<file path="config.mk">
export PLATFORM = sky130hd
export DESIGN_NAME = audio_adc_deserializer
export DESIGN_NICKNAME = d
export VERILOG_FILES = /design/src/rtl/audio_adc_deserializer.sv
export SDC_FILE = /design/constraint.sdc
export NUM_CORES = 1
export LEC_CHECK = 0
export BUFFER_PORTS_ARGS = -buffer_cell sky130_fd_sc_hd__buf_2
export CAP_MARGIN = 20
export CORE_MARGIN = 5
export CORE_UTILIZATION = 60
export DETAILED_ROUTE_END_ITERATION = 7
export GPL_TIMING_DRIVEN = 0
export MAX_ROUTING_LAYER = met4
export PLACE_DENSITY = 0.78
export SETUP_SLACK_MARGIN = 0.02
export SLEW_MARGIN = 20
export SYNTH_ARGS = -nofsm -noshare
export SYNTH_HDL_FRONTEND = slang
export SYNTH_SLANG_ARGS = --single-unit
</file>
<file path="constraint.sdc">
create_clock -name clk_clk -period 3.05 [get_ports clk_clk]
set_clock_uncertainty 0.15 [all_clocks]
set_input_delay 0 -clock clk_clk [delete_from_list [all_inputs] [get_ports clk_clk]]
set_output_delay 0 -clock clk_clk [all_outputs]
set_load 0.02 [all_outputs]
</file>
<file path="src/rtl/audio_adc_deserializer.sv">
// Audio codec ADC front end: synchronizes the I2S serial lines (ADCDAT, ADCLRCK,
// BCLK) into clk_clk, deserializes left/right words, buffers stereo pairs in a
// small FIFO and presents them on a valid/ready stream.
// Optional feature: define AUDIO_ADC_MONO_MIX_EN to replace each pair with the
// averaged mono sample on both outputs (adds one registered adder stage).
module audio_adc_deserializer #(
  parameter int SAMPLE_W    = 16,
  parameter int FIFO_DEPTH  = 4,
  parameter int SYNC_STAGES = 2
) (
  input  logic                clk_clk,
  input  logic                reset_reset_n,
  input  logic                audio_interface_ADCDAT,
  input  logic                audio_interface_ADCLRCK,
  input  logic                audio_interface_BCLK,
  output logic [SAMPLE_W-1:0] out_left,
  output logic [SAMPLE_W-1:0] out_right,
  output logic                out_valid,
  input  logic                out_ready,
  input  logic                clear_flags,
  output logic                overflow,
  output logic                frame_err
);

  localparam int AW = $clog2(FIFO_DEPTH);
  localparam int CW = $clog2(SAMPLE_W + 1);

  typedef enum logic [1:0] {SYNC, DELAY, SHIFT, HOLD} state_t;

  logic [SYNC_STAGES-1:0] dat_sync, lrck_sync, bclk_sync;
  logic                   dat_s, lrck_s, bclk_s, bclk_d, lrck_prev;
  logic                   rise, lrck_edge;

  state_t                 state;
  logic                   chan;
  logic [CW-1:0]          cnt;
  logic [SAMPLE_W-1:0]    shreg;
  logic [CW:0]            shamt;
  logic [SAMPLE_W-1:0]    full_word, short_word, latch_word;
  logic                   latch_en;

  logic [SAMPLE_W-1:0]    l_hold, r_hold;
  logic                   l_pending, pair_rdy;

  logic                   push_vld;
  logic [SAMPLE_W-1:0]    push_l, push_r;

  logic [SAMPLE_W-1:0]    mem_l [FIFO_DEPTH];
  logic [SAMPLE_W-1:0]    mem_r [FIFO_DEPTH];
  logic [AW:0]            wptr, rptr;
  logic                   empty, full, pop, push_ok;

  // Synchronizer chains for the three asynchronous codec inputs
  always_ff @(posedge clk_clk or negedge reset_reset_n) begin
    if (!reset_reset_n) begin
      dat_sync  <= '0;
      lrck_sync <= '0;
      bclk_sync <= '0;
      bclk_d    <= 1'b0;
    end else begin
      dat_sync  <= {dat_sync[SYNC_STAGES-2:0],  audio_interface_ADCDAT};
      lrck_sync <= {lrck_sync[SYNC_STAGES-2:0], audio_interface_ADCLRCK};
      bclk_sync <= {bclk_sync[SYNC_STAGES-2:0], audio_interface_BCLK};
      bclk_d    <= bclk_s;
    end
  end

  assign dat_s     = dat_sync[SYNC_STAGES-1];
  assign lrck_s    = lrck_sync[SYNC_STAGES-1];
  assign bclk_s    = bclk_sync[SYNC_STAGES-1];
  assign rise      = bclk_s & ~bclk_d;
  assign lrck_edge = rise & (lrck_s != lrck_prev);

  // Word completion: full word includes the current bit; a short word is
  // left-aligned so the missing LSBs come out as zero
  always_comb begin
    shamt      = (CW + 1)'(SAMPLE_W) - {1'b0, cnt};
    full_word  = {shreg[SAMPLE_W-2:0], dat_s};
    short_word = shreg << shamt;
    latch_en   = rise && (state == SHIFT) && (lrck_edge || (cnt == CW'(SAMPLE_W - 1)));
    latch_word = lrck_edge ? short_word : full_word;
  end

  // Frame FSM: tracks channel, I2S one-bit delay, bit count and frame errors
  always_ff @(posedge clk_clk or negedge reset_reset_n) begin
    if (!reset_reset_n) begin
      state     <= SYNC;
      chan      <= 1'b0;
      cnt       <= '0;
      shreg     <= '0;
      lrck_prev <= 1'b0;
      frame_err <= 1'b0;
    end else begin
      if (clear_flags) frame_err <= 1'b0;
      if (rise) begin
        lrck_prev <= lrck_s;
        case (state)
          SYNC: begin
            if (lrck_edge && !lrck_s) begin
              state <= DELAY;
              chan  <= 1'b0;
            end
          end
          DELAY: begin
            if (lrck_edge) begin
              chan <= ~chan;
            end else begin
              state <= SHIFT;
              cnt   <= '0;
              shreg <= '0;
            end
          end
          SHIFT: begin
            if (lrck_edge) begin
              frame_err <= 1'b1;
              chan      <= ~chan;
              state     <= DELAY;
            end else begin
              shreg <= full_word;
              cnt   <= cnt + CW'(1);
              if (cnt == CW'(SAMPLE_W - 1)) state <= HOLD;
            end
          end
          HOLD: begin
            if (lrck_edge) begin
              chan  <= ~chan;
              state <= DELAY;
            end
          end
          default: state <= SYNC;
        endcase
      end
    end
  end

  // Pair assembly: an R word only forms a pair if an L word is pending
  always_ff @(posedge clk_clk or negedge reset_reset_n) begin
    if (!reset_reset_n) begin
      l_hold    <= '0;
      r_hold    <= '0;
      l_pending <= 1'b0;
      pair_rdy  <= 1'b0;
    end else begin
      pair_rdy <= 1'b0;
      if (latch_en) begin
        if (!chan) begin
          l_hold    <= latch_word;
          l_pending <= 1'b1;
        end else if (l_pending) begin
          r_hold    <= latch_word;
          pair_rdy  <= 1'b1;
          l_pending <= 1'b0;
        end
      end
    end
  end

`ifdef AUDIO_ADC_MONO_MIX_EN
  logic signed [SAMPLE_W:0] mix_sum;

  assign mix_sum = $signed({l_hold[SAMPLE_W-1], l_hold}) + $signed({r_hold[SAMPLE_W-1], r_hold});

  // Registered mono mix: average at SAMPLE_W+1 bits, arithmetic shift, truncate
  always_ff @(posedge clk_clk or negedge reset_reset_n) begin
    if (!reset_reset_n) begin
      push_vld <= 1'b0;
      push_l   <= '0;
      push_r   <= '0;
    end else begin
      push_vld <= pair_rdy;
      push_l   <= SAMPLE_W'(mix_sum >>> 1);
      push_r   <= SAMPLE_W'(mix_sum >>> 1);
    end
  end
`else
  // Raw pair pass-through to the FIFO write port
  always_comb begin
    push_vld = pair_rdy;
    push_l   = l_hold;
    push_r   = r_hold;
  end
`endif

  assign empty   = (wptr == rptr);
  assign full    = (wptr[AW] != rptr[AW]) && (wptr[AW-1:0] == rptr[AW-1:0]);
  assign pop     = out_valid & out_ready;
  // Push into a full FIFO is still accepted when the head is popped the same cycle
  assign push_ok = push_vld & (~full | pop);

  assign out_valid = ~empty;
  assign out_left  = mem_l[rptr[AW-1:0]];
  assign out_right = mem_r[rptr[AW-1:0]];

  // FIFO storage, pointers and sticky overflow flag
  always_ff @(posedge clk_clk or negedge reset_reset_n) begin
    if (!reset_reset_n) begin
      wptr     <= '0;
      rptr     <= '0;
      overflow <= 1'b0;
      for (int unsigned i = 0; i < FIFO_DEPTH; i++) begin
        mem_l[i] <= '0;
        mem_r[i] <= '0;
      end
    end else begin
      if (push_ok) begin
        mem_l[wptr[AW-1:0]] <= push_l;
        mem_r[wptr[AW-1:0]] <= push_r;
        wptr <= wptr + (AW + 1)'(1);
      end
      if (pop) rptr <= rptr + (AW + 1)'(1);
      if (clear_flags) overflow <= 1'b0;
      if (push_vld && full && !pop) overflow <= 1'b1;
    end
  end

endmodule

</file>
# Word-level counts from Yosys, hierarchy flattened
# Index checks and enable logic that the tools add are counted.
# op_classes
eq_ne,14
add_sub_neg,4
muxes,36
reduce_logical,19
n_shift,1
magnitude_cmp,3
bitwise_logic,11
# ops
cell,n
$bwmux W64,2
$mux W16,8
$bmux W16 S2,2
$demux W16 S2,1
$pmux W16 S2,1
$shl A16 B6 Y16,1
$mux W1,12
$mux W2,5
$mux W5,2
$pmux W5 S2,1
$ne A2 B2 Y1 const B,4
$pmux W2 S4,1
$logic_and A1 B1 Y1,7
$add A3 B1 Y3 const B,2
$ge A3 B3 Y1 const B,2
$not A2 Y3,2
$reduce_and A3 Y1,2
$sub A5 B5 Y6 const A,1
$add A5 B1 Y5 const B,1
$eq A5 B4 Y1 const B,1
$reduce_and A5 Y1,1
$and A1 B1 Y1,4
$eq A2 B2 Y1 const B,2
$not A1 Y1,4
other kinds (16),19
# word_totals
ff_bits,202
in_bits,7
elab_cells,113

# Longest topological paths before layout
# depth
word_depth,6
depth_mapped,12
ltp_nobuf,8

# Worst setup path before layout
# OpenSTA, ideal clock, no wires.
# synth_path
kind,reg2reg
start,register cnt[0]
end,register l_hold[12]
setup_slack_ns,0.527
path_stages_with_launch,12
arrival_ns,2.236
t_required_ns,2.763
path_cell_list,dfrtp_1 buf_4 buf_6 inv_1 ha_1 nand2b_1 nand2_1 clkbuf_1 mux2i_1 o32ai_1 a211oi_1 a21oi_1
# synth_via
elab_chain_len,4
# synth_lines
item,line_no,rtl
"start, declared",36,logic [CW-1:0] cnt;
"start signal, assigned",120,cnt <= cnt + CW'(1);
"parallel branches: the longest is 4 deep, another holds $sub A5 B5 Y6",n/a,
"end signal, assigned",147,l_hold <= latch_word;
"end, declared",42,"logic [SAMPLE_W-1:0] l_hold, r_hold;"
# Several ways; the timed one is not identified.
# A chain may end at the register's enable or synchronous reset.

# Final worst setup path
# layout_path
start,register cnt[0]
end,register r_hold[8] (netlist: push_r[8])
# layout_via
elab_chain_len,4
# layout_lines
item,line_no,rtl
"parallel branches: the longest is 4 deep, another holds $sub A5 B5 Y6",n/a,
"end signal, assigned",150,r_hold <= latch_word;
"end, declared",42,
# Several ways; the timed one is not identified.

==> reports/metrics.csv <==
stage,metric,value,unit
status,status,completed,
global_route,vias in the first global route,6461,
timing,"Setup violations, final",0,
timing,Worst slew margin,31.1,%
setup_path,CP endpoint kind,register,
route,final WL,21100,um
logic_synthesis,"area fraction in and, or, nand and nor cells after synthesis",5.76,%
setup_path,WP data arrival,3160,ps
clock_network,Clock Tree Buf Depth,3,
logic_synthesis,number of synthesis warnings,0,
clock_network,Clock Sinks,202,
setup_path,WP buf/inv,3,
floorplan,Die Area,18400,um2
timing,final worst setup slack,108,ps
global_route,GRT busiest layer,met2,
layout,Fillers,1074,
logic_synthesis,Mapped Area,9490,um2
power,leakage power,5.31,nW
logic_synthesis,"area leader, netlist",dfrtp_1,
setup_path,"critical path fanouts, max",10,
timing,hold_ws,109,ps
timing,period utilization,96.5,%
route,DRC violations left,0,
placed_design,GPL Wtd Cong,0.960,
route,via count,5988,
logic_synthesis,Adder-Cell Fraction of Synth Area,1.85,%
power,PwrDens,659,nW/um2
route,Vias/cell,5.99,
timing,Final Critical Period,2940,ps
logic_synthesis,number of synthesized flops with an enable pin,0,
logic_synthesis,#FFs+latches synth,202,
global_route,routing usage on met1,32.4,%
power,VDD IR max,0.000410,V
layout,Syn-to-layout area delta,15.1,%
logic_synthesis,top cell type's share of synthesized area,53.3,%
setup_path,"delay-heaviest family, CP",compound AO/OA/AOI/OAI gates,
logic_synthesis,synth unique cells,54,
layout,share of layout cells above drive strength 1,38.5,%
global_route,global-route met3 utilization,3.45,%
floorplan,Ports,42,
route,initial DRC count,303,
setup_path,Setup CP Type,reg2reg,
logic_synthesis,Mapped Nets,712,
clock_network,clk_lat worst skew,500,ps
job,Max Cap Viol,0,
logic_synthesis,Syn Area/Cell,13.7,um2
logic_synthesis,multiplexer share of the synthesized area,26.7,%
floorplan,Die Y,136,um
global_route,largest net degree at the start of global routing,82,
setup_path,"critical path, cell by cell","buf_4, buf_6, inv_1, ha_2, mux2_2, o21ai_0, o211a_1, nor4_2, o32a_1",
clock_network,Root Driver,clkbuf_16,
clock_network,total CTS buffers,21,
floorplan,core area,15700,um2
setup_path,FF-to-FF setup slack,110,ps
layout,"commonest cells after routing, fill and taps aside","dfrtp_1, mux2_2, buf_2",
timing,RSZ-0062 raised after global routing,yes,
clock_network,clock-pin slew on the worst setup and hold paths,60,ps
logic_synthesis,largest family of logic cells by synthesized area,multiplexers,
global_route,initial antenna violation count,0,
floorplan,Die Wd,136,um
setup_path,CP required,3270,ps
floorplan,row count,46,
global_route,global route overflow,0,
logic_synthesis,"Async S/R FF share, synth",100,%
placed_design,Detail Placement HPWL,15100,um
timing,max-slew violations,0,
logic_synthesis,synth top area cells,"dfrtp_1, mux2_2, mux4_2",
global_route,first-pass GRT wire length,34800,um
layout,nets,790,
logic_synthesis,Synth Area in Compound Gates,7.40,%
clock_network,H-tree depth,1,
logic_synthesis,post-synthesis sequential area ratio,53.3,%
route,antenna-violating nets left,0,
timing,Worst-Margin Slew,1030,ps
timing,FMAX,340,MHz
route,DR WL/cell,21.1,um
placed_design,Port Buf Inserts,41,
layout,"most common cell after layout, fill and taps aside",dfrtp_1,
worst_hold_path,Hold Crit Class,in2reg,
global_route,GRT Total Usage,24.7,%
logic_synthesis,"Primary FF master, synth",dfrtp_1,
global_route,GR Layer Usage met2,41.8,%
logic_synthesis,synthesized netlist cell count,691,
route,First-pass DRT Iterations,4,
setup_path,slowest cell delay on critical path,530,ps
placed_design,"worst slack, placed",-212,ps
layout,# diodes,0,
floorplan,Initial Utilization,60.4,%
timing,Final Hold Vio Count,0,
setup_path,Worst Setup Start Kind,register,
logic_synthesis,xor/xnor cell area share of the yosys netlist,1.29,%
clock_network,CTS tree,done,
setup_path,slowest CP cell,o21ai_0,
power,Total Power,7.19,mW
-- final timing paths --
check	cells after the start	from	endpoint
max	9	cnt[0]	push_r[8]
min	3	clear_flags	frame_err
max reg2reg	9	cnt[0]	push_r[8]
min reg2reg	0	bclk_sync[0]	bclk_sync[1]
max in group asynchronous	5	reset_reset_n	mem_r[24]
min in group asynchronous	4	reset_reset_n	mem_l[41]
-- Yosys cell counts (2+ instances only) --
cell	number
a211oi_1	2
a21o_1	2
a21oi_1	35
a221oi_2	2
a22o_1	17
a22oi_1	8
and2_1	3
buf_2	14
buf_4	8
buf_6	11
clkbuf_1	9
dfrtp_1	202
ha_1	14
inv_1	16
mux2_1	8
mux2_2	123
mux2i_1	16
mux4_2	40
nand2_1	30
nand2_2	5
nand2b_1	4
nand3_1	4
nor2_1	44
nor2b_1	2
nor3_1	7
nor3b_1	2
nor4_2	3
o21ai_0	19
o21ai_1	3
o22ai_1	3
o31ai_1	2
o32a_1	2
o32ai_1	2
xnor2_1	9
-- where the power goes --
group / switching, mW / internal [mW]
combinational: 0.888 / 0.615
sequential: 0.226 / 2.84
clock: 1.04 / 1.58
total: 2.15 / 5.04
-- sequential cells by signal, summed over array words and instances (netlist names), 3 cells and up --
name / cells
mem_l: 64
mem_r: 64
l_hold: 16
push_r: 16
shreg: 16
cnt: 5
rptr: 3
wptr: 3
-- cell type report --
class,instances,area [um2],share of cell area (%)
Clock buffer,29,616,5.64
Buffer,42,289,2.65
Inverter,16,60.1,0.550
Sequential cell,202,5050,46.3
Multi-Input combinational cell,431,4120,37.7
Tap cell,216,270,2.48
Clock inverter,9,101,0.929
Timing Repair Buffer,55,405,3.71
-- worst register-to-register path: cells and delay by family (launching register included) --
kind | cells | cell delay (ps)
multiplexers | 1 | 330
buffers and inverters | 3 | 500
AO/OA/AOI/OAI | 3 | 1110
adder cells (fa/ha/maj) | 1 | 340
flip-flops | 1 | 350
AND/OR/NAND/NOR | 1 | 50
-- kinds of logic (layout without fill, tap and decap cells) --
logic type	count (synthesis)	count (layout)
and+or+nand+nor	113	113
AOI/OAI and AO/OA	106	106
muxes	187	187
DFF	202	202
buffers and inverters	58	151
adders and majority gates	14	14
xor gates and xnor gates	11	11
-- what timing repair did --
item | in CTS | in global routing
endpoints found under the hold margin | 144 | 0
endpoints found under the setup margin | 4 | 15
pin swaps | 0 | 3
hold buffers | 11 | 0
buffers inserted | 0 | 1
gates resized for setup | 3 | 6
-- metrics by stage --
stage / utilization, % / instance area (um2) / TNS, ps / std cells
after floorplan: - / 9490 / 0 / 691
after global placement: 63.4 / 9960 / -226980 / 948
after detailed placement: 63.8 / 10000 / -548 / 950
after CTS: 69.3 / 10900 / 0 / 999
after global routing: 69.5 / 10900 / 0 / 1000
final: 69.5 / 10900 / 0 / 1000
-- metal layers --
| metal | share of wire [%] | up-vias | routed length, um |
|---|---|---|---|
| met5 | 0 | - | 0 |
| met4 | 2.3 | 0 | 488 |
| met3 | 3.9 | 40 | 820 |
| met2 | 51 | 135 | 10800 |
| met1 | 43 | 3122 | 8990 |
| li1 | - | 2691 | - |
Power figures use the tool's default switching activity.
